File: src/rtl/d_fifo_drain.sv
// Output drain engine: pops the D0/D1 destination FIFOs round-robin and presents
// each word on one registered stream with its source, counts and a route check.
module d_fifo_drain #(
  parameter int DATA_W = 6,
  parameter int CNT_W  = 8
) (
  input  logic              clk,
  input  logic              reset,
  input  logic              enable,
  input  logic              hold,
  input  logic              D0_empty,
  input  logic              D1_empty,
  input  logic [DATA_W-1:0] data_out0,
  input  logic [DATA_W-1:0] data_out1,
  output logic              pop_D0,
  output logic              pop_D1,
  output logic [DATA_W-1:0] word_out,
  output logic              word_valid,
  output logic              word_src,
  output logic [CNT_W-1:0]  count_D0,
  output logic [CNT_W-1:0]  count_D1,
  output logic              route_err,
  output logic              drain_idle
);

  localparam int DEST_BIT = 4;

  typedef enum logic [1:0] {
    IDLE  = 2'd0,
    DRAIN = 2'd1,
    FLUSH = 2'd2
  } state_t;

  state_t            state_r;
  state_t            state_next_s;
  logic              last_served_r;
  logic              in_flight_r;
  logic              flight_src_r;
  logic              pop0_s;
  logic              pop1_s;
  logic [DATA_W-1:0] sel_word_s;

  // A word is misrouted when its destination bit disagrees with the FIFO it came from.
  function automatic logic dest_mismatch(input logic [DATA_W-1:0] word, input logic src);
    return word[DEST_BIT] != src;
  endfunction

  // Next-state decode and round-robin pop selection.
  always_comb begin
    state_next_s = state_r;
    pop0_s       = 1'b0;
    pop1_s       = 1'b0;
    case (state_r)
      IDLE: begin
        if (enable && (!D0_empty || !D1_empty)) begin
          state_next_s = DRAIN;
        end else begin
          state_next_s = IDLE;
        end
      end
      DRAIN: begin
        if (enable && !hold) begin
          // On a tie the FIFO not served last wins; the empty flags gate every pop.
          if (!D0_empty && !D1_empty) begin
            pop0_s = last_served_r;
            pop1_s = !last_served_r;
          end else begin
            pop0_s = !D0_empty;
            pop1_s = !D1_empty;
          end
        end else begin
          pop0_s = 1'b0;
          pop1_s = 1'b0;
        end
        if (!enable || (D0_empty && D1_empty)) begin
          state_next_s = FLUSH;
        end else begin
          state_next_s = DRAIN;
        end
      end
      FLUSH: begin
        // Any word popped in the last DRAIN cycle is captured on this cycle's edge.
        if (enable && (!D0_empty || !D1_empty)) begin
          state_next_s = DRAIN;
        end else begin
          state_next_s = IDLE;
        end
      end
      default: begin
        state_next_s = IDLE;
      end
    endcase
  end

  assign pop_D0     = pop0_s;
  assign pop_D1     = pop1_s;
  assign drain_idle = (state_r == IDLE);
  assign sel_word_s = flight_src_r ? data_out1 : data_out0;

  // State, arbitration history and the one-deep capture stage.
  always_ff @(posedge clk or negedge reset) begin
    if (!reset) begin
      state_r       <= IDLE;
      last_served_r <= 1'b1;
      in_flight_r   <= 1'b0;
      flight_src_r  <= 1'b0;
      word_out      <= '0;
      word_valid    <= 1'b0;
      word_src      <= 1'b0;
      count_D0      <= '0;
      count_D1      <= '0;
      route_err     <= 1'b0;
    end else begin
      state_r     <= state_next_s;
      in_flight_r <= pop0_s | pop1_s;
      word_valid  <= in_flight_r;
      if (pop0_s || pop1_s) begin
        flight_src_r  <= pop1_s;
        last_served_r <= pop1_s;
      end
      if (in_flight_r) begin
        word_out <= sel_word_s;
        word_src <= flight_src_r;
        if (flight_src_r) begin
          count_D1 <= count_D1 + CNT_W'(1);
        end else begin
          count_D0 <= count_D0 + CNT_W'(1);
        end
        if (dest_mismatch(sel_word_s, flight_src_r)) begin
          route_err <= 1'b1;
        end
      end
    end
  end

endmodule

File: config.mk
export PLATFORM = sky130hd
export DESIGN_NAME = d_fifo_drain
export DESIGN_NICKNAME = d
export VERILOG_FILES = /design/src/rtl/d_fifo_drain.sv
export SDC_FILE = /design/constraint.sdc
export NUM_CORES = 1
export LEC_CHECK = 0
export BUFFER_PORTS_ARGS = -buffer_cell sky130_fd_sc_hd__buf_2
export CORE_ASPECT_RATIO = 0.75
export CORE_MARGIN = 5
export CORE_UTILIZATION = 45
export DETAILED_ROUTE_END_ITERATION = 10
export PLACE_DENSITY = 0.73
export SLEW_MARGIN = 0
export SYNTH_ARGS = -nofsm -noshare
export SYNTH_HDL_FRONTEND = slang
export SYNTH_SLANG_ARGS = --single-unit
File: constraint.sdc
create_clock -name clk -period 1.81 [get_ports clk]
set_input_delay 0.543 -clock clk [delete_from_list [all_inputs] [get_ports clk]]
set_output_delay 0.543 -clock clk [all_outputs]
set_load 0.005 [all_outputs]
==> metrics, run 1 <==
Netlist cell types 29; GPL Wtd Cong 0.7007; clock sinks 30; I/O pins 46; Mean Syn Cell Area 11.84 sq um; adder-cell share of the synthesized area 1.887%; reg-to-reg critical path endpoint count_D0[1]$_DFFE_PN0P_; Pleak 0.8478 nW; #FFs+latches synth 30; Hold Crit Class in -> async; Worst-Skew Late Latency 0.28 ns; largest family of logic cells by synthesized area simple AND/OR/NAND/NOR gates; sequential area share after synthesis 56.70%; Peak Freq 0.5622 GHz; largest net degree at the start of global routing 31; Yosys top cell by area dfrtp_1; number of global-route vias before repair 1036; via count normalized by instance count 5.138; first-pass GRT wire length 4450 um; critical path type reg -> out; fin crit share 98.26%; cells along the critical path nand4bb_4 -> nor3_1 -> buf_2; required time worst endpoint 1.27 ns; vias 1043; simple-gate share of the synthesized area 16.79%; synthesis-to-layout area growth 29.06%; CP startpoint kind register; Yosys top cell area share 54.72%; Fill cells 265; Die Y-Extent 57.02 um; max-slew violations 0; Placed Cells 195; area occupied by multi-input gates 546.8 sq um; final hold vios 0; top_reg_cell synth dfrtp_1; reg2reg setup slack 0.59 ns; Initial Util 45.85%; Clock Root Buffer clkbuf_8; Critical Path Slowest Stage Cell dfrtp_1; EDFF count, synth 0; Synth Area in Compound Gates 7.358%; xor/xnor share of the synthesized area 9.245%; peak supply drop 0.5908 mV; skew final 0.005670 ns; layout cell share with drive strength beyond 1 37.58%; Wirelength per Cell 12.89 um; final global-route overflow total 0; initial antenna violation count 0; cell count after synthesis 112; H-tree depth 2; worst-path maximum fanout 4; CTS clk-pin slew, worst paths 0.07 ns; CTS tree done; ANT nets after route 0; RSZ-0062 raised after global routing true; die area 0.004144 sq mm; Diodes inserted 0; Setup Viol. Count Final 0; status finished clean; power density cells 1055 mW/mm^2; reg2reg path depth 2; post-synthesis mux area share 5.377%; DR iter-0 viols 58; headroom to the max-slew limit 56.35%; most frequent cells in the layout buf_2, dfrtp_1, xnor2_1; Slowest Stage Delay on Critical Path 0.40 ns; TritonRoute pass-1 iters 4; top cells by area, synth dfrtp_1, xnor2_1, mux2i_1; worst-margin pin slew 0.6547 ns; CP arrival 1.24 ns; fin nets 184; Die Wd 72.69 um; Port-buffer cells 45; reg-to-reg critical path startpoint flight_src_r$_DFFE_PN0P_; async set or reset register ratio after synthesis 100.0%; hold_ws 0.2894 ns; placed cell areas 0.001598 sq mm; CORE AREA 0.002893 sq mm; GRT Util Overall 13.77%; fin cells 203; Design Area, Final 0.001712 sq mm; Sequential cell area 752.0 sq um; Core Rows 17; Routed WL 2617 um; crit end category output port; most common cell after layout, fill and taps aside buf_2; min cycle time layout 1.779 ns; Post-route DRC 0; # Max-Cap Violations 0; Cell Area, Synth 0.001326 sq mm; CTS max path bufs 2; warnings from Yosys 0; cts bufs inserted 5; hpwl dp 1977 um; Synth Net Count 132; Pwr Total 1.806 mW
-- where the power goes --
group          leakage, nW  internal, mW  switching, mW
combinational        0.412         0.155          0.129
clock               0.0524         0.411          0.236
sequential           0.383         0.775         0.0995
-- layout make-up --
class / count / area share [%]
repair buffers: 49 / 14.91
multi-input cells: 77 / 31.94
clock buffers: 7 / 4.459
flip-flops and latches: 30 / 43.93
inverters: 1 / 0.2193
well taps: 38 / 2.778
clock inverters: 1 / 1.754
-- registers in the layout, indices dropped and copies added (netlist names) --
name	count
count_D0	8
count_D1	8
flight_src_r	1
in_flight_r	1
last_served_r	1
route_err	1
state_r	2
word_out	6
word_src	1
word_valid	1
-- metrics by stage --
step	utilization [%]	setup WS [ns]	TNS, ns
after global routing	59.17	-0.06187	-0.09626
after CTS	59.00	0.02707	0
final	59.17	0.03142	0
after global placement	55.23	0.05648	0
after floorplan	-	0.1767	0
after detailed placement	55.23	0.03925	0
-- Yosys cell counts (2+ instances only) --
cell     instances
dfrtp_1         29
xnor2_1         13
nand2_1         10
a21oi_1          9
nor2_1           9
nand4_1          8
mux2i_1          6
and3_1           3
buf_4            2
ha_1             2
nor2b_1          2
o21ai_0          2
-- timing repair --
item                                    4_1_cts  5_1_grt
buffers inserted                              0        0
hold buffers                                  0        0
gates cloned                                  0        0
endpoints found under the setup margin        1        2
resized for setup                             1        1
-- how the worst max path moves through the flow --
stage / start / end / cells past startpoint
floorplan: hold / pop_D0 / 3
global placement: hold / pop_D0 / 5
detailed placement: hold / pop_D0 / 5
CTS: state_r[1]$_DFF_PN0_ / pop_D0 / 4
global route: state_r[1]$_DFF_PN0_ / pop_D0 / 4
finish: state_r[1]$_DFF_PN0_ / pop_D1 / 3
-- metal layers --
layer | track usage, % | up-vias | share of wire [%]
li1 | - | 493 | -
met4 | 5.263 | 0 | 1.9
met3 | 6.690 | 7 | 9.6
met1 | 17.23 | 497 | 45
met2 | 20.57 | 46 | 43
met5 | 0 | - | 0
-- critical path, delay by kind of cell (launching register included) --
kind	cells	cell delay, ns
buffers and inverters	1	0.14
and+or+nand+nor	2	0.42
DFF	1	0.40
-- cell families (layout without fill, tap and decap cells) --
family / after synthesis / in the layout
mux: 7 / 7
flops: 30 / 30
fa+ha+maj: 2 / 2
compound gates: 16 / 16
simple gates: 38 / 38
buf+inv: 5 / 58
xor+xnor: 14 / 14
Power figures use the tool's default switching activity.
==> inputs of run 2 (changes only) <==
Clock period 1.81 ns to 1.7 ns, I/O delays scaled along.
==> run 2 against run 1 <==
  * The run now ends with negative setup slack left
  * Combinational power is 8.5% higher
  * Sequential cell count unchanged
  * Utilization is 0.56 points lower
  * Sequential power increased by 6.1%
  * Cell count is 0.49% higher
  * Via count decreased by 2.0%
  * Die area is the same
  * Global-route usage rose by 0.46 points
  * Critical path type unchanged
==> metrics, run 2 (synthesized netlist as in run 1, its figures left out) <==
fin nets 185 (was 184); pre-CTS setup slack 0.007730 ns (was 0.03925 ns); fin cells 204 (was 203); # Max-Cap Violations 0 (unchanged); Fill cells 273 (was 265); initial antenna violation count 0 (unchanged); Finished Core Util 58.61% (was 59.17%); largest net degree at the start of global routing 31 (unchanged); max-slew violations 0 (unchanged); Worst path depth 3 (unchanged); reg-to-reg critical path endpoint flight_src_r$_DFFE_PN0P_ (was count_D0[1]$_DFFE_PN0P_); H-tree depth 2 (unchanged); crit end category output port (unchanged); Critical Path Slowest Stage Cell dfrtp_1 (unchanged); Routed WL 2631 um (was 2617 um); Setup Viol. Count Final 2 (was 0); synthesis-to-layout area growth 27.83% (was 29.06%); CP bufs+invs 1 (unchanged); min cycle time layout 1.710 ns; power density cells 1042 mW/mm^2 (was 1055 mW/mm^2); final hold vios 0 (unchanged); ANT nets after route 0 (unchanged); reg2reg setup slack 0.51 ns (was 0.59 ns); worst-margin pin slew 0.6471 ns (was 0.6547 ns); worst-path maximum fanout 3 (was 4); cts bufs inserted 5 (unchanged); Slowest Stage Delay on Critical Path 0.38 ns (was 0.40 ns); vias 1022 (was 1043); Core Rows 17 (unchanged); CTS clk-pin slew, worst paths 0.06 ns (was 0.07 ns); Setup TNS -0.01764 ns (was 0 ns); reg-to-reg critical path startpoint state_r[1]$_DFF_PN0_ (was flight_src_r$_DFFE_PN0P_); Critical Path Start state_r[1]$_DFF_PN0_ (unchanged); CP arrival 1.20 ns (was 1.24 ns); Die Y-Extent 57.02 um (unchanged); most common cell after layout, fill and taps aside buf_2 (unchanged); GRT Util Overall 14.22% (was 13.77%); Die Wd 72.69 um (unchanged); TritonRoute pass-1 iters 4 (unchanged); required time worst endpoint 1.19 ns (was 1.27 ns); layout cell share with drive strength beyond 1 38.55% (was 37.58%); headroom to the max-slew limit 56.86% (was 56.35%); Placed Cells 195 (unchanged); GPL Wtd Cong 0.7008 (was 0.7007); largest registers count_D0 (8), count_D1 (8), word_out (6) (unchanged); peak supply drop 0.5160 mV (was 0.5908 mV); I/O pins 46 (unchanged); die area 0.004144 sq mm (unchanged); Peak Freq 0.5848 GHz; Clock Root Buffer clkbuf_8 (unchanged); DR iter-0 viols 33 (was 58); Worst Setup EP pop_D1 (unchanged); Post-route DRC 0 (unchanged); final setup margin -0.009987 ns (was 0.03142 ns); CTS tree done (unchanged); RSZ-0062 raised after global routing true (unchanged); first-pass GRT wire length 4533 um (was 4450 um); crit-path leading delay family simple AND/OR/NAND/NOR gates (unchanged); CP startpoint kind register (unchanged); failing checks negative setup slack; cells along the critical path nand4bb_4 -> nor3_1 -> buf_2 (unchanged); clock sinks 30 (unchanged); skew final 0.005018 ns (was 0.005670 ns); Wirelength per Cell 12.90 um (was 12.89 um); Worst-Skew Late Latency 0.28 ns (about the same); fin crit share 100.6%; final global-route overflow total 0 (unchanged); Initial Util 45.85% (unchanged); number of global-route vias before repair 1015 (was 1036); Port-buffer cells 45 (unchanged); via count normalized by instance count 5.010 (was 5.138); critical path type reg -> out (unchanged); Diodes inserted 0 (unchanged); Pleak 0.8455 nW (was 0.8478 nW); most frequent cells in the layout buf_2, dfrtp_1, xnor2_1 (unchanged); Hold Crit Class in -> async (unchanged); status finished with violations (was finished clean); hpwl dp 2001 um (was 1977 um); CORE AREA 0.002893 sq mm (unchanged); CTS max path bufs 2 (unchanged); reg2reg path depth 4 (was 2)
[run 2: changes by cell type in the layout (fill, tap and decap cells not counted), sizes merged]
cell and delta:
buf +1, clkbuf -1, bufinv -1, clkinv +2
[run 2: how the worst min path moves through the flow]
stage,slack [ns],end,start,depth (start not counted)
3_5_place_dp,0.44,route_err$_DFFE_PN0P_,route_err$_DFFE_PN0P_,1
4_1_cts,0.27,count_D0[0]$_DFFE_PN0P_,reset,1
5_1_grt,0.31,count_D0[5]$_DFFE_PN0P_,reset,1
2_1_floorplan,0.21,count_D0[0]$_DFFE_PN0P_,reset,0
6_report,0.25,count_D0[5]$_DFFE_PN0P_,reset,1
3_3_place_gp,0.44,route_err$_DFFE_PN0P_,route_err$_DFFE_PN0P_,1
[run 2: final cells by class]
cell class                      instances  area (sq um)  area share [%]
Clock inverter                          2         10.01          0.5904
Clock buffer                            6         72.57           4.280
Multi-Input combinational cell         77         546.8           32.25
Tap cell                               38         47.55           2.804
Inverter                                1         3.754          0.2214
Timing Repair Buffer                   50         262.8           15.50
Sequential cell                        30         752.0           44.35
[run 2: power by group]
part | internal, mW | switching [mW]
sequential | 0.825 | 0.103
combinational | 0.167 | 0.141
clock | 0.283 | 0.249
[run 2: what timing repair did]
| item | 4_1_cts | 5_1_grt |
|---|---|---|
| hold buffers | 0 | 0 |
| setup endpoints to repair | 2 | 2 |
| pin swaps | 0 | 0 |
| setup buffers | 1 | 0 |
| gates resized for setup | 1 | 1 |
[run 2: metrics by stage]
stage,instance area (sq um),total power [mW],hold slack [ns]
after detailed placement,1598,1.252,0.4419
after CTS,1690,1.803,0.2677
final,1695,1.767,0.2529
after global routing,1695,1.888,0.3118
after global placement,1598,1.230,0.4357
after floorplan,1326,1.073,0.2144
[run 2: metal layers]
metal | global-route usage [%] | up-vias | share of wire [%]
li1 | - | 501 | -
met1 | 17.04 | 478 | 44
met2 | 22.62 | 40 | 46
met3 | 5.810 | 3 | 9.3
met4 | 6.053 | 0 | 1.0
met5 | 0 | - | 0
==> inputs of run 3 (changes only) <==
Settings changed: CORE_MARGIN 5 to unset.
==> run 3 against run 2 <==
  * The flow still finishes with violations (negative setup slack)
  * Clock skew rose by 0.0011 ns
  * Cell count down 0.98%
  * Global-route usage grew 4.3 points
  * Register-to-register slack barely moved
  * Critical path depth is 1 higher
  * Die area fell by 23%
  * Combinational power about the same
  * Clock-buffer cell count grew 2
  * Via count fell by 0.59%
  * Sequential share of layout area fell by 0.65 points
  * Sequential power up 0.5%
  * Utilization grew 5.1 points
==> metrics, run 3 (synthesized netlist as in run 1, its figures left out) <==
Post-route DRC 0 (unchanged); headroom to the max-slew limit 57.16% (was 56.86%); Die Wd 64.69 um (was 72.69 um); required time worst endpoint 1.19 ns (about the same); reg2reg setup slack 0.52 ns (was 0.51 ns); Die Y-Extent 49.02 um (was 57.02 um); H-tree depth 2 (unchanged); Fill cells 234 (was 273); CTS clk-pin slew, worst paths 0.06 ns (about the same); layout cell share with drive strength beyond 1 39.16% (was 38.55%); fin crit share 100.1% (was 100.6%); Critical Path Start state_r[1]$_DFF_PN0_ (unchanged); Worst-Skew Late Latency 0.28 ns (about the same); ANT nets after route 0 (unchanged); final hold vios 0 (unchanged); Clock Root Buffer clkbuf_8 (unchanged); RSZ-0062 raised after global routing true (unchanged); reg2reg path depth 4 (unchanged); final global-route overflow total 0 (unchanged); critical path type reg -> out (unchanged); vias 1016 (was 1022); failing checks negative setup slack (unchanged); CORE AREA 0.002703 sq mm (was 0.002893 sq mm); CTS tree done (unchanged); DR iter-0 viols 27 (was 33); Pleak 0.8581 nW (was 0.8455 nW); skew final 0.006151 ns (was 0.005018 ns); most common cell after layout, fill and taps aside buf_2 (unchanged); reg-to-reg critical path startpoint state_r[1]$_DFF_PN0_ (unchanged); via count normalized by instance count 5.030 (was 5.010); crit end category output port (unchanged); final setup margin -0.002136 ns (was -0.009987 ns); most frequent cells in the layout buf_2, dfrtp_1, xnor2_1 (unchanged); worst-margin pin slew 0.6426 ns (was 0.6471 ns); hold_buf cts 0 (unchanged); max-slew violations 0 (unchanged); CP startpoint kind register (unchanged); Hold Crit Class in -> async (unchanged); peak supply drop 0.5619 mV (was 0.5160 mV); die area 0.003171 sq mm (was 0.004144 sq mm); Core Rows 16 (was 17); Peak Freq 0.5875 GHz (was 0.5848 GHz); reg-to-reg critical path endpoint flight_src_r$_DFFE_PN0P_ (unchanged); Finished Core Util 63.66% (was 58.61%); GPL Wtd Cong 0.7308 (was 0.7008); TritonRoute pass-1 iters 4 (unchanged); synthesis-to-layout area growth 29.72% (was 27.83%); cts bufs inserted 5 (unchanged); worst-path maximum fanout 3 (unchanged); Placed Cells 193 (was 195); status finished with violations (unchanged); largest registers count_D0 (8), count_D1 (8), word_out (6) (unchanged); Setup Viol. Count Final 1 (was 2); CTS max path bufs 2 (unchanged); fin nets 185 (unchanged); power density cells 1098 mW/mm^2 (was 1042 mW/mm^2); initial antenna violation count 0 (unchanged); min cycle time layout 1.702 ns (was 1.710 ns); number of global-route vias before repair 985 (was 1015); CP arrival 1.19 ns (was 1.20 ns); Diodes inserted 0 (unchanged); Setup TNS -0.002136 ns (was -0.01764 ns); largest net degree at the start of global routing 31 (unchanged); clock sinks 30 (unchanged); Routed WL 2593 um (was 2631 um); fin cells 202 (was 204); Wirelength per Cell 12.84 um (was 12.90 um); Initial Util 49.07% (was 45.85%); I/O pins 46 (unchanged); # Max-Cap Violations 0 (unchanged); first-pass GRT wire length 4381 um (was 4533 um); GRT Util Overall 18.57% (was 14.22%); hpwl dp 1891 um (was 2001 um); Port-buffer cells 45 (unchanged); Pwr Total 1.889 mW (was 1.767 mW)
-- run 3: cell count changes in the layout (fill, tap and decap cells not counted) --
cell / before / now
clkbuf_8: 5 / 8
clkbuf_1: 1 / 0
clkinv_2: 2 / 0
-- run 3: timing repair --
item                       in CTS  in global routing
setup buffers                   1                  0
setup endpoints to repair       2                  2
gates resized for setup         2                  0
pin swaps                       0                  0
-- run 3: how the worst max path moves through the flow --
stage	to	slack, ns
2_1_floorplan	pop_D0	0.13
3_3_place_gp	pop_D0	0.02
3_5_place_dp	pop_D0	-0.05
4_1_cts	pop_D0	-0.02
5_1_grt	pop_D0	-0.07
6_report	pop_D0	-0.002
-- run 3: power breakdown --
part | switching, mW | internal (mW) | leakage (nW) | total [mW]
Sequential | 0.107 | 0.825 | 0.383 | 0.933
Clock | 0.243 | 0.408 | 0.0575 | 0.651
Combinational | 0.140 | 0.166 | 0.418 | 0.306
Total | 0.490 | 1.40 | 0.858 | 1.89
-- run 3: area by class of cell --
class                   instances  area, sq um  area share, %
clock buffers                   8        110.1          6.400
inverters                       1        3.754         0.2182
multi-input cells              77        546.8          31.78
repair buffers                 50        262.8          15.27
flip-flops and latches         30        752.0          43.71
well taps                      36        45.04          2.618
-- run 3: per-stage QoR --
stage / hold slack [ns] / setup slack, ns / area, sq um
global route: 0.3162 / -0.06792 / 1720
CTS: 0.2737 / -0.01742 / 1720
floorplan: 0.2144 / 0.1327 / 1326
global placement: 0.4414 / 0.01556 / 1595
finish: 0.2564 / -0.002136 / 1720
detailed placement: 0.4473 / -0.04567 / 1595
-- run 3: routing by layer --
metal | track usage, % | share of wire [%]
met1 | 21.43 | 44
met2 | 31.93 | 48
met3 | 7.477 | 6.8
met4 | 4.815 | 0.96
met5 | 0 | 0
-- run 3: worst max-delay path, stage by stage (launching register included) --
cell	delay [ns]
dfrtp_1	0.37
nand4bb_4	0.22
nor2_4	0.12
o21a_1	0.11
buf_2	0.10
